**src/rtl/game_state_ctrl_pkg.sv**
```systemverilog
// Shared game flow types and default frame timing.
package game_pkg;

  typedef enum logic [1:0] {
    GS_MENU      = 2'd0,
    GS_PLAY      = 2'd1,
    GS_OVER      = 2'd2,
    GS_COUNTDOWN = 2'd3
  } game_state_t;

  localparam int unsigned DEF_FRAMES_PER_SEC = 60;
  localparam int unsigned DEF_COUNTDOWN_SEC  = 3;
  localparam int unsigned DEF_HOLDOFF_FRAMES = 30;

endpackage

```
**src/rtl/game_state_ctrl_if.sv**
```systemverilog
// Request, HP and status bundle between the game flow controller and its neighbours.
interface game_state_ctrl_if;

  logic       frame_tick;
  logic       game_start;
  logic       remote_start;
  logic [6:0] player_hp;
  logic [7:0] boss_hp;
  logic [1:0] game_active;
  logic [2:0] countdown_sec;
  logic       round_reset;
  logic       start_tx;
  logic       game_won;

  modport master (
    output frame_tick, game_start, remote_start, player_hp, boss_hp,
    input  game_active, countdown_sec, round_reset, start_tx, game_won
  );

  modport slave (
    input  frame_tick, game_start, remote_start, player_hp, boss_hp,
    output game_active, countdown_sec, round_reset, start_tx, game_won
  );

endinterface

```
**src/rtl/game_state_ctrl_frame_timer.sv**
```systemverilog
// Loadable frame down-counter: done while at zero, wrap on a tick at zero.
// Latency: count moves one cycle after tick_i; wrap_o is combinational from tick_i.
// Backpressure: none; ticks arriving during load are dropped.
module frame_timer #(
  parameter int unsigned WIDTH    = 1,
  parameter int unsigned LOAD_VAL = 0,
  parameter bit          RELOAD   = 1'b0
) (
  input  logic clk,
  input  logic rst,
  input  logic load_i,
  input  logic tick_i,
  output logic done_o,
  output logic wrap_o
);

  localparam logic [WIDTH-1:0] LOAD_W = WIDTH'(LOAD_VAL);

  logic [WIDTH-1:0] cnt_q, cnt_d;

  // Without RELOAD the counter parks at zero instead of wrapping.
  always_comb begin
    cnt_d = cnt_q;
    if (load_i) begin
      cnt_d = LOAD_W;
    end else if (tick_i) begin
      if (cnt_q != '0) begin
        cnt_d = cnt_q - WIDTH'(1);
      end else if (RELOAD) begin
        cnt_d = LOAD_W;
      end
    end
  end

  always_ff @(posedge clk) begin
    if (rst) begin
      cnt_q <= '0;
    end else begin
      cnt_q <= cnt_d;
    end
  end

  assign done_o = (cnt_q == '0);
  assign wrap_o = tick_i && done_o;

endmodule

```
**src/rtl/game_state_ctrl.sv**
```systemverilog
// Game flow FSM: MENU -> COUNTDOWN -> PLAYING -> OVER, with round pulses to gameplay and link.
// Latency: 2 cycles from any input to state and pulse outputs (input register + state register).
// Backpressure: none; start requests outside MENU or an expired OVER holdoff are dropped.
module game_state_ctrl
  import game_pkg::*;
#(
  parameter int unsigned FRAMES_PER_SEC = DEF_FRAMES_PER_SEC,
  parameter int unsigned COUNTDOWN_SEC  = DEF_COUNTDOWN_SEC,
  parameter int unsigned HOLDOFF_FRAMES = DEF_HOLDOFF_FRAMES
) (
  input logic              clk,
  input logic              rst,
  game_state_ctrl_if.slave bus
);

  localparam int unsigned SUB_W  = $clog2(FRAMES_PER_SEC) + 1;
  localparam int unsigned HOLD_W = $clog2(HOLDOFF_FRAMES) + 1;
  localparam logic [2:0]  SEC_INIT = 3'(COUNTDOWN_SEC);

  logic       tick_q, start_q, rstart_q;
  logic [6:0] php_q;
  logic [7:0] bhp_q;

  game_state_t state_q, state_d;
  logic [2:0]  sec_q, sec_d;
  logic        won_q, won_d;
  logic        rr_q, rr_d;
  logic        tx_q, tx_d;

  logic req;
  logic cd_load, cd_tick, cd_done, cd_wrap;
  logic hold_load, hold_tick, hold_done, hold_wrap;
  logic unused_timer_flags;

  assign req       = start_q | rstart_q;
  assign cd_load   = (state_q != GS_COUNTDOWN) && (state_d == GS_COUNTDOWN);
  assign hold_load = (state_q != GS_OVER) && (state_d == GS_OVER);
  assign cd_tick   = tick_q && (state_q == GS_COUNTDOWN);
  assign hold_tick = tick_q && (state_q == GS_OVER);

  // Sub-second counter reloads with FRAMES_PER_SEC-1, so a wrap marks one full second.
  frame_timer #(
    .WIDTH    (SUB_W),
    .LOAD_VAL (FRAMES_PER_SEC - 1),
    .RELOAD   (1'b1)
  ) u_sub_timer (
    .clk    (clk),
    .rst    (rst),
    .load_i (cd_load),
    .tick_i (cd_tick),
    .done_o (cd_done),
    .wrap_o (cd_wrap)
  );

  frame_timer #(
    .WIDTH    (HOLD_W),
    .LOAD_VAL (HOLDOFF_FRAMES),
    .RELOAD   (1'b0)
  ) u_hold_timer (
    .clk    (clk),
    .rst    (rst),
    .load_i (hold_load),
    .tick_i (hold_tick),
    .done_o (hold_done),
    .wrap_o (hold_wrap)
  );

  assign unused_timer_flags = cd_done ^ hold_wrap;

  always_comb begin
    state_d = state_q;
    sec_d   = sec_q;
    won_d   = won_q;
    rr_d    = 1'b0;
    tx_d    = 1'b0;
    case (state_q)
      GS_MENU: begin
        if (req) state_d = GS_COUNTDOWN;
      end
      GS_COUNTDOWN: begin
        if (cd_wrap) begin
          if (sec_q <= 3'd1) begin
            state_d = GS_PLAY;
            sec_d   = '0;
          end else begin
            sec_d = sec_q - 3'd1;
          end
        end
      end
      GS_PLAY: begin
        // A simultaneous double KO counts as a loss.
        if (php_q == '0) begin
          state_d = GS_OVER;
          won_d   = 1'b0;
        end else if (bhp_q == '0) begin
          state_d = GS_OVER;
          won_d   = 1'b1;
        end
      end
      GS_OVER: begin
        if (req && hold_done) state_d = GS_COUNTDOWN;
      end
      default: ;
    endcase
    if (cd_load) begin
      rr_d  = 1'b1;
      tx_d  = start_q;
      sec_d = SEC_INIT;
      won_d = 1'b0;
    end
  end

  always_ff @(posedge clk) begin
    if (rst) begin
      tick_q   <= 1'b0;
      start_q  <= 1'b0;
      rstart_q <= 1'b0;
      php_q    <= '0;
      bhp_q    <= '0;
      state_q  <= GS_MENU;
      sec_q    <= '0;
      won_q    <= 1'b0;
      rr_q     <= 1'b0;
      tx_q     <= 1'b0;
    end else begin
      tick_q   <= bus.frame_tick;
      start_q  <= bus.game_start;
      rstart_q <= bus.remote_start;
      php_q    <= bus.player_hp;
      bhp_q    <= bus.boss_hp;
      state_q  <= state_d;
      sec_q    <= sec_d;
      won_q    <= won_d;
      rr_q     <= rr_d;
      tx_q     <= tx_d;
    end
  end

  assign bus.game_active   = state_q;
  assign bus.countdown_sec = sec_q;
  assign bus.round_reset   = rr_q;
  assign bus.start_tx      = tx_q;
  assign bus.game_won      = won_q;

endmodule

```
**src/flat_wrapper.sv**
```systemverilog
// flat-port wrapper written by rule: the top's interface ports become plain ports
module game_state_ctrl_flat import game_pkg::*;
#(
  parameter int unsigned FRAMES_PER_SEC = DEF_FRAMES_PER_SEC,
  parameter int unsigned COUNTDOWN_SEC  = DEF_COUNTDOWN_SEC,
  parameter int unsigned HOLDOFF_FRAMES = DEF_HOLDOFF_FRAMES
)
  (clk, rst, bus_frame_tick, bus_game_start, bus_remote_start, bus_player_hp, bus_boss_hp, bus_game_active, bus_countdown_sec, bus_round_reset, bus_start_tx, bus_game_won);
  game_state_ctrl_if bus_i ();
  input logic clk;
  input logic rst;
  input wire logic [$bits(bus_i.frame_tick)-1:0] bus_frame_tick;
  input wire logic [$bits(bus_i.game_start)-1:0] bus_game_start;
  input wire logic [$bits(bus_i.remote_start)-1:0] bus_remote_start;
  input wire logic [$bits(bus_i.player_hp)-1:0] bus_player_hp;
  input wire logic [$bits(bus_i.boss_hp)-1:0] bus_boss_hp;
  output wire logic [$bits(bus_i.game_active)-1:0] bus_game_active;
  output wire logic [$bits(bus_i.countdown_sec)-1:0] bus_countdown_sec;
  output wire logic [$bits(bus_i.round_reset)-1:0] bus_round_reset;
  output wire logic [$bits(bus_i.start_tx)-1:0] bus_start_tx;
  output wire logic [$bits(bus_i.game_won)-1:0] bus_game_won;
  assign bus_i.frame_tick = bus_frame_tick;
  assign bus_i.game_start = bus_game_start;
  assign bus_i.remote_start = bus_remote_start;
  assign bus_i.player_hp = bus_player_hp;
  assign bus_i.boss_hp = bus_boss_hp;
  assign bus_game_active = bus_i.game_active;
  assign bus_countdown_sec = bus_i.countdown_sec;
  assign bus_round_reset = bus_i.round_reset;
  assign bus_start_tx = bus_i.start_tx;
  assign bus_game_won = bus_i.game_won;
  game_state_ctrl #(.FRAMES_PER_SEC(FRAMES_PER_SEC), .COUNTDOWN_SEC(COUNTDOWN_SEC), .HOLDOFF_FRAMES(HOLDOFF_FRAMES)) u_core (.clk(clk), .rst(rst), .bus(bus_i));
endmodule
```
**config.mk**
```make
export PLATFORM = sky130hd
export DESIGN_NAME = game_state_ctrl_flat
export DESIGN_NICKNAME = d
export VERILOG_FILES = /design/src/rtl/game_state_ctrl_pkg.sv /design/src/rtl/game_state_ctrl_if.sv /design/src/rtl/game_state_ctrl_frame_timer.sv /design/src/rtl/game_state_ctrl.sv /design/src/flat_wrapper.sv
export SDC_FILE = /design/constraint.sdc
export NUM_CORES = 1
export LEC_CHECK = 0
export BUFFER_PORTS_ARGS = -buffer_cell sky130_fd_sc_hd__buf_2
export CORE_AREA = 4 4 65 67
export CTS_CLUSTER_SIZE = 12
export DETAILED_ROUTE_END_ITERATION = 10
export DIE_AREA = 0 0 69 71
export PLACE_DENSITY = 0.74
export SLEW_MARGIN = 20
export SYNTH_ARGS = -nofsm -noshare
export SYNTH_HDL_FRONTEND = slang
export SYNTH_SLANG_ARGS = --single-unit
```
**constraint.sdc**
```tcl
create_clock -name clk -period 2 [get_ports clk]
set_input_delay 0.1 -clock clk [delete_from_list [all_inputs] [get_ports clk]]
set_output_delay 0.1 -clock clk [all_outputs]
set_load 0.1 [all_outputs]
```
==> results.md <==
- Post-route non-filler standard cell count: 242
- Final Setup Violations: 0
- Number of global-route vias before repair: around 1200
- Final Hold Viols: 0
- Input/output buffers: 27
- Worst-Margin Slew: 0.596 ns
- Final Routed Wirelength: 2.78 mm
- 1st-iter DRT viols: between 60 and 70
- RSZ-0062 raised after global routing: false
- Top FF cell, synth: dfxtp_1
- Std-Cell Core Area: 3630 um^2
- Largest cells by area after synthesis: dfxtp_1 49%, nor2b_1 7.0%, ha_1 4.7%, a21oi_1 4.4%, nor2_1 2.6%
- Fmax: 0.550 GHz
- Most frequent cells in the layout: 36 x dfxtp_1, 27 x buf_2, 18 x nor2b_1
- Class of the worst hold path: input port to flop
- Clock transition at path regs: roughly 0.070 ns
- Post-DP HPWL: about 2.1 mm
- Initial antenna violation count: 0
- Syn Inst Count: ~160
- Die H: 71 um
- Fraction of registers with async set or reset after synthesis: 0%
- Row count: 22
- Crit Path Class: flop to flop
- DRC: 0
- Io pins: 28
- Yosys top cell by area: dfxtp_1
- Clk_lat worst skew: roughly 0.29 ns
- Commonest non-fill, non-tap cell in the layout: dfxtp_1
- Arr. time, crit path: roughly 2.0 ns
- Drt via density: 4.93
- Synth Register Bits: 39
- Nets: between 200 and 250
- Pins Over Slew Limit: 0
- Crit path required time: approximately 2.2 ns
- Pin count of the biggest net entering global routing: 37
- Period Utilization, post-route: 91.0%
- Die ar.: 4900 um^2
- Syn nets: 189
- Synth top area share: 48.5%
- Synth unique cells: 39
- Number of detailed-route iterations in the first pass: 4
- Startpoint types: flop
- Number of setup buffers added after CTS: 0
- CTS resizes: 0
- Initial Util: 44.3%
- GRT Util Overall: 12.7%
- Pleak: 0.794 nW
- DRT antenna net count: 0
- Clock tree buffer depth: 2
- Ys Warns: 0
- Setup Skew: 0.0101 ns
- Global route overflow: 0
- Final RePlAce weighted congestion: between 0.8 and 0.9
- Placed Cells incl. Taps: roughly 230
- Crit-path max FO: 3
- Root buffer cell: clkbuf_8
- CTS buffer count: 5
- Register area share after synthesis: 48.5%
- Maxcap violations: 0
- Setup TNS: 0 ns
- TritonCTS clock tree: yes
- Post-synth EDFFs: 0
- First-pass GRT wire length: 5.01 mm
- Crit end category: flop
- Synthesis-to-finish area growth: 17.5%
- Synth Area per Inst: 9.87 um^2
- Routed vias: 1194
- Die width: 69 um
- Post-CTS Hold Buffers: 0
- Min cycle time layout: 1.82 ns
- Outcome: finished, final reports clean
- Wire per inst: 11.5 um
- Htree depth: 2
- N_diodes: 0
- Total power divided by cell area: ~920 nW/um^2
- Synth Cell Area: 1610 um^2
- Layout cells sized above 1: 24.7%
- Worst VDD drop: roughly 0.52 mV
- Slew headroom: 60.3%
- Sink Count: 39
==> cell usage after synthesis (all sizes together), types with 2 or more instances <==
| library cell | count |
|---|---|
| mux2i | 3 |
| nor3b | 2 |
| inv | 10 |
| nand2 | 4 |
| a211oi | 2 |
| mux2 | 2 |
| nand3 | 2 |
| o21ba | 2 |
| ha | 6 |
| nor2b | 18 |
| or4 | 5 |
| clkbuf | 4 |
| nor2 | 11 |
| dfxtp | 39 |
| or3 | 4 |
| a31oi | 3 |
| a21oi | 14 |
| nor3 | 2 |
| nand4b | 2 |
| nor4 | 6 |
| and3b | 2 |
| and2 | 2 |
| o21ai | 4 |
| buf | 2 |
| xnor2 | 4 |
==> cells by family after synthesis <==
| logic type | share of synthesized area [%] |
|---|---|
| xor+xnor | 2.72 |
| flops | 48.5 |
| fa+ha+maj | 4.67 |
| simple gates | 25.4 |
| compound gates | 11.4 |
| buf+inv | 4.04 |
| mux | 3.27 |
==> power breakdown <==
part	switching (W)	internal (W)	leakage, nW
Combinational	0.000207	0.000117	0.422
Sequential	0.0000495	0.000831	0.323
Clock	0.000252	0.000282	0.0484
Total	0.000509	0.00123	0.794
==> final cells by class <==
class                      count  area, um^2
fill                         359        1740
sequential                    39         785
multi-input combinational    108         763
timing repair buffer          29         150
clock buffer                   7        86.3
tap                           48        60.1
inverter                      10        37.5
clock inverter                 1        8.76
==> worst paths after layout <==
check	from	end	slack, ns	depth (start not counted)
worst min register to register	u_core.bus.countdown_sec[1]$_SDFFE_PP0P_	u_core.bus.countdown_sec[1]$_SDFFE_PP0P_	0.50	2
worst max register to register	u_core.u_hold_timer.cnt_q[0]$_SDFFE_PP0P_	u_core.u_hold_timer.cnt_q[1]$_SDFFE_PP0P_	0.18	7
worst max-delay path	u_core.u_hold_timer.cnt_q[0]$_SDFFE_PP0P_	u_core.u_hold_timer.cnt_q[1]$_SDFFE_PP0P_	0.18	7
worst min-delay path	bus_frame_tick	u_core.tick_q$_SDFF_PP0_	0.01	2
==> state kept, by name, summed over array words and instances (netlist names) <==
signal                     flops
u_core.tick_q                  1
u_core.bhp_q                   8
u_core.bus.round_reset         1
u_core.u_hold_timer.cnt_q      6
u_core.rstart_q                1
u_core.bus.game_won            1
u_core.bus.start_tx            1
u_core.php_q                   7
u_core.u_sub_timer.cnt_q       7
u_core.bus.game_active         2
u_core.start_q                 1
u_core.bus.countdown_sec       3
==> metrics by stage <==
step	hold slack (ns)	setup WS [ns]	cell area [um^2]	util, %	total power [W]
after floorplan	0.228	0.00965	1610	-	0.00115
after global placement	0.310	0.319	1800	49.4	0.00122
after detailed placement	0.313	0.240	1800	49.4	0.00122
after CTS	0.00557	0.203	1890	52.0	0.00176
after global routing	0.0163	0.0592	1890	52.0	0.00184
final	0.0132	0.180	1890	52.0	0.00174
==> critical path, cell delays in order, from the launching register on <==
cell and delay (ns):
dfxtp_1 0.37, inv_1 0.10, ha_1 0.23, nor3b_1 0.16, buf_4 0.14, a21oi_1 0.26, mux2_2 0.37, a21oi_1 0.13
==> layer usage <==
| metal | vias to the layer above | GRT usage [%] | part of all wire (%) |
|---|---|---|---|
| met4 | 0 | 7.38 | 2.6 |
| met2 | 26 | 22.8 | 50 |
| met5 | - | 0 | 0 |
| met3 | 7 | 3.98 | 5.3 |
| met1 | 537 | 13.0 | 42 |
| li1 | 624 | - | - |
No activity file was read; power rests on OpenSTA's default activity.
